## config.mk

```make
export PLATFORM = sky130hd
export DESIGN_NAME = mem_bus_arbiter
export DESIGN_NICKNAME = d
export VERILOG_FILES = /design/src/rtl/mem_arb_pkg.sv /design/src/rtl/mem_arb_picker.sv /design/src/rtl/mem_bus_arbiter.sv
export SDC_FILE = /design/constraint.sdc
export NUM_CORES = 1
export LEC_CHECK = 0
export ABC_CLOCK_PERIOD_IN_PS = 1600
export BUFFER_PORTS_ARGS = -buffer_cell sky130_fd_sc_hd__buf_2
export CAP_MARGIN = 0
export CORE_MARGIN = 2
export CORE_UTILIZATION = 41
export CTS_CLUSTER_DIAMETER = 120
export DETAILED_ROUTE_END_ITERATION = 10
export GPL_TIMING_DRIVEN = 0
export PLACE_DENSITY = 0.82
export SYNTH_ARGS = -nofsm -noshare
export SYNTH_HDL_FRONTEND = slang
export SYNTH_SLANG_ARGS = --single-unit
```

## constraint.sdc

```tcl
create_clock -name clk -period 1.6 [get_ports clk]
set_input_delay 0.24 -clock clk [delete_from_list [all_inputs] [get_ports clk]]
set_output_delay 0.24 -clock clk [all_outputs]
set_load 0.02 [all_outputs]
```

## src/rtl/mem_arb_pkg.sv

```systemverilog
// Shared types and constants for the fetch/data memory bus arbiter.
package mem_arb_pkg;

    typedef enum logic [1:0] {
        ARB_IDLE = 2'd0,
        ARB_IF   = 2'd1,
        ARB_D    = 2'd2,
        ARB_RESP = 2'd3
    } arb_state_t;

    typedef enum logic {
        OWN_IF = 1'b0,
        OWN_D  = 1'b1
    } arb_owner_t;

    // Wide all-ones constant; the top slices it down to its byte-enable width.
    localparam int                  MAX_BE_W     = 64;
    localparam logic [MAX_BE_W-1:0] FETCH_BE_ALL = '1;

    // Watchdog counter is at least 8 bits, wider if the limit needs it.
    localparam int MIN_TMO_CNT_W = 8;

    function automatic int tmo_cnt_w(input int limit);
        int w;
        w = $clog2(limit + 1);
        return (w < MIN_TMO_CNT_W) ? MIN_TMO_CNT_W : w;
    endfunction

endpackage

```

## src/rtl/mem_arb_picker.sv

```systemverilog
// Two-way chooser: data wins contention unless data took the previous grant.
module mem_arb_picker
    import mem_arb_pkg::*;
(
    input  logic       if_req,
    input  logic       d_req,
    input  logic       last_d,
    output logic       grant_valid,
    output arb_owner_t grant_owner
);

    // Fetch only loses a tie when data did not win the previous grant.
    always_comb begin
        grant_valid = if_req | d_req;
        grant_owner = OWN_IF;
        if (d_req && !(if_req && last_d)) begin
            grant_owner = OWN_D;
        end
    end

endmodule

```

## src/rtl/mem_bus_arbiter.sv

```systemverilog
// Shares one single-port memory bus between the fetch port and the data port.
// Each grant is latched and run as a req/ack transfer, then the owner's ready
// pulses for one cycle. Define MEMARB_TIMEOUT_EN to add a watchdog on mem_ack
// that aborts a hung transfer and reports it on arb_err.
module mem_bus_arbiter
    import mem_arb_pkg::*;
#(
    parameter int ADDR_W      = 32,
    parameter int DATA_W      = 32,
    parameter int TIMEOUT_CYC = 255
) (
    input  logic                clk,
    input  logic                n_rst,
    input  logic                if_req,
    input  logic [ADDR_W-1:0]   if_addr,
    output logic [DATA_W-1:0]   if_rdata,
    output logic                if_ready,
    input  logic                d_req,
    input  logic                d_we,
    input  logic [ADDR_W-1:0]   d_addr,
    input  logic [DATA_W-1:0]   d_wdata,
    input  logic [DATA_W/8-1:0] d_be,
    output logic [DATA_W-1:0]   d_rdata,
    output logic                d_ready,
    output logic                mem_req,
    output logic                mem_we,
    output logic [ADDR_W-1:0]   mem_addr,
    output logic [DATA_W-1:0]   mem_wdata,
    output logic [DATA_W/8-1:0] mem_be,
    input  logic [DATA_W-1:0]   mem_rdata,
    input  logic                mem_ack,
    output logic                if_stall,
    output logic                d_stall,
    output logic                arb_err
);

    localparam int BE_W = DATA_W / 8;

    arb_state_t state, state_n;
    arb_owner_t owner;
    arb_owner_t grant_owner;
    logic       grant_valid;
    logic       last_d;
    logic       grant;
    logic       capture;
    logic       abort;
    logic       busy;
    logic       tmo_hit;

    // Address bits below word granularity are not used by fetch.
    logic unused_if_addr_lsbs;
    assign unused_if_addr_lsbs = ^if_addr[1:0];

    mem_arb_picker u_picker (
        .if_req      (if_req),
        .d_req       (d_req),
        .last_d      (last_d),
        .grant_valid (grant_valid),
        .grant_owner (grant_owner)
    );

    assign busy     = (state == ARB_IF) || (state == ARB_D);
    assign mem_req  = busy;
    assign if_ready = (state == ARB_RESP) && (owner == OWN_IF);
    assign d_ready  = (state == ARB_RESP) && (owner == OWN_D);
    assign if_stall = if_req & ~if_ready;
    assign d_stall  = d_req & ~d_ready;

    // State register; async reset drops mem_req at once, abandoning the transfer.
    always_ff @(posedge clk or negedge n_rst) begin
        if (!n_rst) begin
            state <= ARB_IDLE;
        end else begin
            state <= state_n;
        end
    end

    // Next state and per-cycle strobes: grant in IDLE, capture/abort while busy.
    always_comb begin
        state_n = state;
        grant   = 1'b0;
        capture = 1'b0;
        abort   = 1'b0;
        case (state)
            ARB_IDLE: begin
                if (grant_valid) begin
                    grant   = 1'b1;
                    state_n = (grant_owner == OWN_D) ? ARB_D : ARB_IF;
                end
            end
            ARB_IF, ARB_D: begin
                if (mem_ack) begin
                    capture = 1'b1;
                    state_n = ARB_RESP;
                end else if (tmo_hit) begin
                    abort   = 1'b1;
                    state_n = ARB_RESP;
                end
            end
            ARB_RESP: state_n = ARB_IDLE;
            default:  state_n = ARB_IDLE;
        endcase
    end

    // Latch the winner's command so the bus stays stable even if the port flushes.
    always_ff @(posedge clk or negedge n_rst) begin
        if (!n_rst) begin
            owner     <= OWN_IF;
            last_d    <= 1'b0;
            mem_we    <= 1'b0;
            mem_addr  <= '0;
            mem_wdata <= '0;
            mem_be    <= '0;
        end else if (grant) begin
            owner  <= grant_owner;
            last_d <= (grant_owner == OWN_D);
            if (grant_owner == OWN_D) begin
                mem_we    <= d_we;
                mem_addr  <= d_addr;
                mem_wdata <= d_wdata;
                mem_be    <= d_be;
            end else begin
                mem_we    <= 1'b0;
                mem_addr  <= {if_addr[ADDR_W-1:2], 2'b00};
                mem_wdata <= '0;
                mem_be    <= FETCH_BE_ALL[BE_W-1:0];
            end
        end
    end

    // Per-port read data; holds until the next completion for the same port.
    always_ff @(posedge clk or negedge n_rst) begin
        if (!n_rst) begin
            if_rdata <= '0;
            d_rdata  <= '0;
        end else if (capture || abort) begin
            if (owner == OWN_D) begin
                d_rdata <= capture ? mem_rdata : '0;
            end else begin
                if_rdata <= capture ? mem_rdata : '0;
            end
        end
    end

`ifdef MEMARB_TIMEOUT_EN
    localparam int CNT_W = tmo_cnt_w(TIMEOUT_CYC);

    logic [CNT_W-1:0] wd_cnt;
    logic             timed_out;

    // Hit on the cycle that would be the TIMEOUT_CYC-th busy cycle without ack.
    assign tmo_hit = (wd_cnt == CNT_W'(TIMEOUT_CYC - 1));
    assign arb_err = (state == ARB_RESP) && timed_out;

    // Watchdog counts busy cycles without ack, restarting on every grant.
    always_ff @(posedge clk or negedge n_rst) begin
        if (!n_rst) begin
            wd_cnt <= '0;
        end else if (grant) begin
            wd_cnt <= '0;
        end else if (busy && !mem_ack) begin
            wd_cnt <= wd_cnt + CNT_W'(1);
        end
    end

    // Remember an abort so arb_err pulses alongside the owner's ready.
    always_ff @(posedge clk or negedge n_rst) begin
        if (!n_rst) begin
            timed_out <= 1'b0;
        end else if (grant) begin
            timed_out <= 1'b0;
        end else if (abort) begin
            timed_out <= 1'b1;
        end
    end
`else
    // Without the watchdog a busy transfer waits for mem_ack indefinitely.
    logic [31:0] unused_timeout_cyc;
    assign unused_timeout_cyc = 32'(TIMEOUT_CYC);
    assign tmo_hit = 1'b0;
    assign arb_err = 1'b0;
`endif

endmodule

```

==> flow_summary.ini, run 1 <==
[die]
rows = 41
die_h_um = 118
start_util = 0.421
ioPinCount = 277
core_um2 = 12700
die_area_um2 = 14000
die_w_um = 118

[timing]
slew_viol_final = 0
max_slew.worst_pin.slew_ns = 0.636
whs_ns = 0.0402
worst_slack_ns = -0.0562
fmax_mhz = 604
setup_viol = 3
period_minus_slack_ns = 1.66
hold_violations = 0
relSlewSlack = 0.576
fin_tns_setup_ns = -0.0769
fin_skew_ns = 0.0120
grt_setup_unrepaired = yes
period_share = 1.04

[drt]
drtIter0Drc = 246
wire_per_inst_um = 16.0
route.detailed.drc = 0
via_per_inst = 4.92
final_antenna_net_count = 0
vias = 4398
drt_first_pass_iters = 5
wirelength_mm = 14.3

[synth]
async_flop_share = 1.00
synth_fa_ha_area_frac = 0.00703
ys_warn_count = 0
yosys_most_used_dff = dfrtp_1
seq_area_frac_synth = 0.637
synth-edff-count = 0
muxShareOfSynthArea = 0.141
synth_seq_cells = 136
syn_avg_cell_area_um2 = 12.9
synth_area_um2 = 5340
synth_xor_area_frac = 0
synth_top_family_by_area = multiplexers
synthSimpleGateAreaFrac = 0.0532
synth_cell_types = 23
synth_compound_area_frac = 0.129
synthCells = 415
synth_nets = 556

[pwr]
power.leakage_nw = 3.91
p_total_mw = 18.1
power_density_nw_per_um2 = 2360
irDropWorstVdd_v = 0.00168

[place]
dp_slack_ns = -0.299
hpwl_mm = 10.8
dp.cells = 861
place_congestion = 0.846
place_area_um2 = 6960
port_buffers = 273

[finish]
nets = 850
final_cells = 893
seq_area_um2 = 3400
syn_to_final_growth_pct = 43.5
final_cell_mix = buf_2, dfrtp_1, mux2_2
final_area_um2 = 7660
diodes = 0
n_fill_cell = 1035
mostFrequentLayoutCell = buf_2
multi_input_area_um2 = 1820
drive_above_1_share = 0.559
utilization = 0.605

[setup_path]
start_kind = register
end_kind = primary output
cp_data_required_time_ns = 1.36
cp_data_arrival_time_ns = 1.42
path_class = reg -> out
crit_fanout = 3

[worst_hold_path]
min_path_type = in -> reg

[clocking]
cts_max_path_buffers = 2
cts_tree = built
h-tree-depth = 4
clk_pin_slew_ns = 0.05
cts_root_buf = clkbuf_16
clock_latency_ns = 0.42
cts.sinks = 136
cts_made_buffers = 17

[global_route]
grt_first_pass_wirelength_mm = 22.7
grt_pass1_vias = 4511
grt_overflow_total = 0
grt_max_degree = 70
grt_usage = 0.207
antenna_found_initial = 0

[run]
drv_cap = 0

[outcome]
failed_checks = negative setup slack
status = finished with violations
## cell families (layout without fill, tap and decap cells)
group,count (synthesis),after routing
other cells,1,1
flops,136,136
simple gates,71,71
fa+ha+maj,3,3
mux,67,67
compound gates,106,106
buf+inv,31,337
## layer usage
metal  track usage  wire [µm]  vias up
met2         0.359       7350      188
met1         0.231       5620     2138
met4        0.0625        182        0
met3        0.0862       1170       16
met5             0          0        -
li1              -          -     2056
## Yosys cell counts, types with 2 or more instances
cell,count,area (µm²)
a21oi_1,62,310
a22o_1,35,307
and2_1,2,12.5
buf_2,17,85.1
buf_4,2,15.0
buf_6,3,33.8
clkbuf_1,6,22.5
dfrtp_1,136,3400
ha_1,3,37.5
inv_1,3,11.3
mux2_2,65,732
mux2i_1,2,20.0
nand2_1,31,116
nand3_1,2,10.0
nor2_1,32,120
nor2b_1,4,25.0
o22a_1,4,35.0
## registers in the layout, summed over array words and instances, names as in the netlist
name / cells
mem_wdata: 32
d_rdata: 32
mem_be: 4
last_d: 1
mem_addr: 32
mem_we: 1
state: 2
if_rdata: 32
## worst paths after layout
path / slack, ns / from / to / cells past startpoint
worst min-delay path: 0.04 / d_be[2] / mem_be[2] / 2
worst max-delay path: -0.06 / state[0] / if_stall / 4
worst max register to register: 0.01 / state[0] / d_rdata[2] / 5
worst min register to register: 0.50 / if_rdata[5] / if_rdata[5] / 1
min in group asynchronous: 0.40 / n_rst / d_rdata[21] / 2
max in group asynchronous: 0.44 / n_rst / last_d / 3
## where the power goes
part / total, mW / switching, mW / internal [mW]
Sequential: 6.05 / 0.875 / 5.18
Clock: 3.80 / 1.40 / 2.40
Combinational: 8.20 / 4.77 / 3.42
## final cells by class
class / count / share of cell area
Sequential cell: 136 / 0.444
Multi-Input combinational cell: 248 / 0.238
Timing Repair Buffer: 275 / 0.185
Clock buffer: 23 / 0.0624
Buffer: 28 / 0.0281
Tap cell: 172 / 0.0281
Clock inverter: 8 / 0.0126
Inverter: 3 / 0.00147
## timing repair
action	in CTS	in global routing
setup endpoints to repair	88	96
hold buffers	1	0
hold endpoints to repair	67	0
gates cloned	0	0
buffers inserted	0	0
gates resized for setup	26	16
pin swaps	1	0
## critical path: stages (launching register included)
cell,delay (ns)
dfrtp_1,0.40
ha_2,0.19
nor2b_4,0.13
nor2b_1,0.13
buf_4,0.16
No activity file was read; power rests on OpenSTA's default activity.
==> run 2: changes to the inputs <==
--- a/config.mk
+++ b/config.mk
@@ -5,7 +5,7 @@
 export SDC_FILE = /design/constraint.sdc
 export NUM_CORES = 1
 export LEC_CHECK = 0
-export ABC_CLOCK_PERIOD_IN_PS = 1600
+export ABC_CLOCK_PERIOD_IN_PS = 1500
 export BUFFER_PORTS_ARGS = -buffer_cell sky130_fd_sc_hd__buf_2
 export CAP_MARGIN = 0
 export CORE_MARGIN = 2
==> constraint.sdc (replaced) <==
create_clock -name clk -period 1.5 [get_ports clk]
set_input_delay 0.225 -clock clk [delete_from_list [all_inputs] [get_ports clk]]
set_output_delay 0.225 -clock clk [all_outputs]
set_load 0.02 [all_outputs]
==> run 2 against run 1 <==
The run still ends with negative setup slack left. Sequential cell count is the same. Hold slack got worse by 0.0082 ns. Cell area is 1.1% higher. Non-clock buffer count rose by 9. Routed wire length fell by 0.41%. Critical path depth did not move. Die area did not move. Critical path type unchanged. Critical endpoint is now d_stall. Register-to-register slack got worse by 0.07 ns. Clock power is essentially flat. First-iteration DRC count shrank 9.3%. Combinational power grew 9.0%.
==> flow_summary.ini, run 2 (synthesized netlist as in run 1, its figures left out) <==
[place]
hpwl_mm = 10.5
place_congestion = 0.828
port_buffers = 273
dp_slack_ns = -0.340

[clocking]
cts_tree = built
cts_max_path_buffers = 2
h-tree-depth = 4
cts_made_buffers = 17
clk_pin_slew_ns = 0.06
cts.sinks = 136
cts_root_buf = clkbuf_16
clock_latency_ns = 0.40

[drt]
final_antenna_net_count = 0
vias = 4461
wirelength_mm = 14.3
wire_per_inst_um = 15.8
drtIter0Drc = 223
via_per_inst = 4.95
drt_first_pass_iters = 5
route.detailed.drc = 0

[setup_path]
cp_cell_sequence = ha_2 > and2_4 > nor2b_1 > buf_4
r2r-end = d_rdata[30]
crit_fanout = 3
crit_path_max_incr_delay_ns = 0.40
path_class = reg -> out
crit_start = state[0]
r2r_setup_slack_ns = -0.06
cp-endpoint = d_stall
start_kind = register
cp_data_required_time_ns = 1.27
end_kind = primary output
crit_slowest_cell = dfrtp_1
worstReg2RegStart = state[0]
cp_data_arrival_time_ns = 1.41
rr_worst_depth = 5

[die]
start_util = 0.421
rows = 41
core_um2 = 12700
die_area_um2 = 14000
ioPinCount = 277
die_w_um = 118
die_h_um = 118

[global_route]
grt_first_pass_wirelength_mm = 23.1
grt_pass1_vias = 4610
antenna_found_initial = 0
grt_usage = 0.208
grt_max_degree = 76
grt_overflow_total = 0

[timing]
fin_skew_ns = 0.00926
hold_violations = 0
whs_ns = 0.0320
max_slew.worst_pin.slew_ns = 0.554
slew_viol_final = 0
period_share = 1.09
fin_tns_setup_ns = -2.74
grt_setup_unrepaired = yes
fmax_mhz = 613
setup_viol = 84
period_minus_slack_ns = 1.63
relSlewSlack = 0.631
worst_slack_ns = -0.132

[finish]
mostFrequentLayoutCell = buf_2
utilization = 0.611
syn_to_final_growth_pct = 45.1
final_cell_mix = buf_2, dfrtp_1, mux2_2
drive_above_1_share = 0.564
diodes = 0
nets = 859

[pwr]
p_total_mw = 19.2
power.leakage_nw = 3.94
irDropWorstVdd_v = 0.00136
power_density_nw_per_um2 = 2480

[run]
drv_cap = 0

[outcome]
failed_checks = negative setup slack
status = finished with violations

[worst_hold_path]
min_path_type = in -> reg
## run 2: changes by cell type in the layout (fill, tap and decap cells not counted), moves of 3 or more
cell | previous run | this run
buf_4 | 8 | 15
buf_2 | 273 | 270
buf_6 | 11 | 14
clkbuf_4 | 3 | 6
## run 2: worst min path at each step
stage                       start          end  slack (ns)  cells after the start
after detailed placement    n_rst  mem_addr[0]        0.23                      1
after global placement    d_be[1]    mem_be[1]        0.44                      2
final                     d_be[1]    mem_be[1]        0.03                      2
after CTS                 d_be[0]    mem_be[0]        0.01                      2
after global routing      d_be[2]    mem_be[2]        0.01                      2
after floorplan             n_rst   d_rdata[0]       -0.07                      0
## run 2: power by group
part / switching [mW] / internal, mW
sequential: 0.967 / 5.53
clock: 1.47 / 2.32
combinational: 5.12 / 3.82
## run 2: routing by layer
layer,up-vias,share of wire,track usage,wire length [µm]
met5,-,0,0,0
li1,2060,-,-,-
met2,199,0.51,0.349,7240
met3,21,0.068,0.0649,974
met4,0,0.021,0.0708,303
met1,2181,0.40,0.252,5750
## run 2: metrics by stage
stage / instances / cell area (µm²)
after CTS: 895 / 7620
after floorplan: 415 / 5380
after global routing: 902 / 7750
final: 902 / 7750
after global placement: 860 / 6960
after detailed placement: 861 / 7000
## run 2: cell type report
| type | count | area, µm² |
|---|---|---|
| well taps | 172 | 215 |
| clock buffers | 25 | 505 |
| clock inverters | 6 | 41.3 |
| flip-flops and latches | 136 | 3400 |
| repair buffers | 284 | 1500 |
| multi-input cells | 248 | 1830 |
| inverters | 3 | 11.3 |
| fillers | 1046 | 4920 |
| plain buffers | 28 | 238 |
## run 2: what timing repair did
action | CTS | global route
endpoints found under the setup margin | 126 | 137
resized for setup | 20 | 21
setup buffers | 1 | 7
pin swaps | 1 | 0
endpoints found under the hold margin | 61 | 0
hold buffers | 1 | 0
gates cloned | 1 | 0
## run 2: critical path: cells and delay by family (launching register included)
family        cells  cell delay, ns
flops             1            0.40
fa+ha+maj         1            0.19
buf+inv           1            0.15
simple gates      2            0.25
==> run 3: changes to the inputs <==
--- a/config.mk
+++ b/config.mk
@@ -5,15 +5,15 @@
 export SDC_FILE = /design/constraint.sdc
 export NUM_CORES = 1
 export LEC_CHECK = 0
-export ABC_CLOCK_PERIOD_IN_PS = 1500
+export ABC_CLOCK_PERIOD_IN_PS = 1800
 export BUFFER_PORTS_ARGS = -buffer_cell sky130_fd_sc_hd__buf_2
 export CAP_MARGIN = 0
 export CORE_MARGIN = 2
-export CORE_UTILIZATION = 41
+export CORE_UTILIZATION = 45
 export CTS_CLUSTER_DIAMETER = 120
 export DETAILED_ROUTE_END_ITERATION = 10
 export GPL_TIMING_DRIVEN = 0
-export PLACE_DENSITY = 0.82
+export PLACE_DENSITY = 0.85
 export SYNTH_ARGS = -nofsm -noshare
 export SYNTH_HDL_FRONTEND = slang
 export SYNTH_SLANG_ARGS = --single-unit
==> constraint.sdc (replaced) <==
create_clock -name clk -period 1.8 [get_ports clk]
set_input_delay 0.27 -clock clk [delete_from_list [all_inputs] [get_ports clk]]
set_output_delay 0.27 -clock clk [all_outputs]
set_load 0.02 [all_outputs]
==> run 3 against run 2 <==
The run ends with design-rule violations left. Largest power group unchanged. Power shrank 14%. Count of clock-buffer cells in the layout shrank 5. Sequential share of layout area grew 0.53 points. Sequential cell count is the same. First-iteration DRC count shrank 17%. Global-route usage grew 2.0 points. Critical path type unchanged. Sequential power shrank 17%. Cell count shrank 4.1%. Via count shrank 2.4%. Clock power grew 4%. Register-to-register slack gained 0.18 ns.
==> flow_summary.ini, run 3 (synthesized netlist as in run 1, its figures left out) <==
[outcome]
status = finished with violations
failed_checks = design-rule violations

[timing]
hold_violations = 0
period_share = 0.972
setup_viol = 0
grt_setup_unrepaired = no
period_minus_slack_ns = 1.75
fin_skew_ns = 0.00686
fmax_mhz = 571
slew_viol_final = 0

[clocking]
clock_latency_ns = 0.40
cts_max_path_buffers = 2
cts_root_buf = clkbuf_16
cts.sinks = 136
clk_pin_slew_ns = 0.06
h-tree-depth = 4
cts_made_buffers = 17
cts_tree = built

[setup_path]
cp_data_required_time_ns = 1.53
crit_path_max_incr_delay_ns = 0.40
end_kind = primary output
crit_family = flip-flops
crit_slowest_cell = dfrtp_1
cp_data_arrival_time_ns = 1.48
cp_cell_sequence = ha_1 > and2_1 > nor2b_2 > buf_4
cp_num_buf_inv = 1
start_kind = register
path_class = reg -> out
crit_fanout = 3

[finish]
seq_area_um2 = 3400
n_fill_cell = 871
drive_above_1_share = 0.554
syn_to_final_growth_pct = 43.3
diodes = 0
final_cells = 865
final_area_um2 = 7650
final_cell_mix = buf_2, dfrtp_1, mux2_2
mostFrequentLayoutCell = buf_2
multi_input_area_um2 = 1780
nets = 851

[die]
start_util = 0.464
die_h_um = 113
rows = 39
die_area_um2 = 12800
core_um2 = 11500
die_w_um = 113
ioPinCount = 277

[global_route]
grt_usage = 0.228
antenna_found_initial = 0
grt_overflow_total = 0
grt_first_pass_wirelength_mm = 22.8
grt_max_degree = 90
grt_pass1_vias = 4569

[drt]
wire_per_inst_um = 16.6
wirelength_mm = 14.3
final_antenna_net_count = 0
drt_first_pass_iters = 7
vias = 4356
via_per_inst = 5.04
drtIter0Drc = 186
route.detailed.drc = 20

[place]
hpwl_mm = 10.9
place_congestion = 0.869
dp.cells = 832
port_buffers = 273
place_area_um2 = 6920

[pwr]
irDropWorstVdd_v = 0.00114
power.leakage_nw = 3.93
p_total_mw = 16.5
power_density_nw_per_um2 = 2150

[run]
drv_cap = 0

[worst_hold_path]
min_path_type = in -> reg
-- run 3: cell types whose count changed in the layout (fill, tap and decap cells not counted), sizes merged --
cell / before / now
buf: 301 / 295
clkbuf: 35 / 28
inv: 3 / 4
bufinv: 0 / 6
clkinvlp: 3 / 1
-- run 3: worst reg2reg max path, cell delays in order (launching register included) --
cell and delay, ns:
dfrtp_1 0.38, inv_1 0.11, ha_2 0.32, nor2b_1 0.15, a21oi_1 0.22, mux2_2 0.37
-- run 3: where the power goes --
group | internal (mW) | switching, mW
registers | 4.60 | 0.811
logic | 2.92 | 4.21
clock network | 2.67 | 1.26
-- run 3: layout make-up --
cell class | count | share of cell area
Multi-Input combinational cell | 248 | 0.233
Clock buffer | 20 | 0.0597
Timing Repair Buffer | 276 | 0.186
Clock inverter | 11 | 0.0286
Sequential cell | 136 | 0.445
Tap cell | 143 | 0.0234
Buffer | 28 | 0.0234
Inverter | 3 | 0.00147
-- run 3: worst paths after layout --
check                           slack (ns)            end  cells after the start          start
worst min register to register        0.50  mem_wdata[16]                      1  mem_wdata[16]
max in group asynchronous             0.62   if_rdata[31]                      3          n_rst
worst max register to register        0.12       state[0]                      5       state[1]
worst max-delay path                  0.05        d_stall                      4       state[0]
worst min-delay path                  0.09   mem_wdata[0]                      2     d_wdata[0]
min in group asynchronous             0.39   if_rdata[14]                      2          n_rst
-- run 3: metal layers --
layer | global-route usage | up-vias | part of all wire | wire length [µm]
met5 | 0 | - | 0 | 0
met2 | 0.411 | 181 | 0.54 | 7690
met1 | 0.258 | 2110 | 0.38 | 5390
met4 | 0.0829 | 0 | 0.017 | 239
met3 | 0.0643 | 19 | 0.071 | 1020
li1 | - | 2046 | - | -
-- run 3: stage by stage --
step	setup TNS (ns)	util	worst slack (ns)	hold slack, ns
after floorplan	0	-	0.117	-0.0256
after global placement	-152.26	0.598	-1.13	0.484
after detailed placement	-3.05	0.601	-0.0719	0.242
after CTS	-1.61	0.662	-0.0693	0.0686
after global routing	0	0.664	0.00462	0.0728
final	0	0.664	0.0501	0.0876
-- run 3: what timing repair did --
action / in CTS / in global routing
setup endpoints to repair: 68 / 92
setup buffers: 0 / 1
hold endpoints to repair: 47 / 0
resized for setup: 7 / 11
hold buffers: 1 / 0
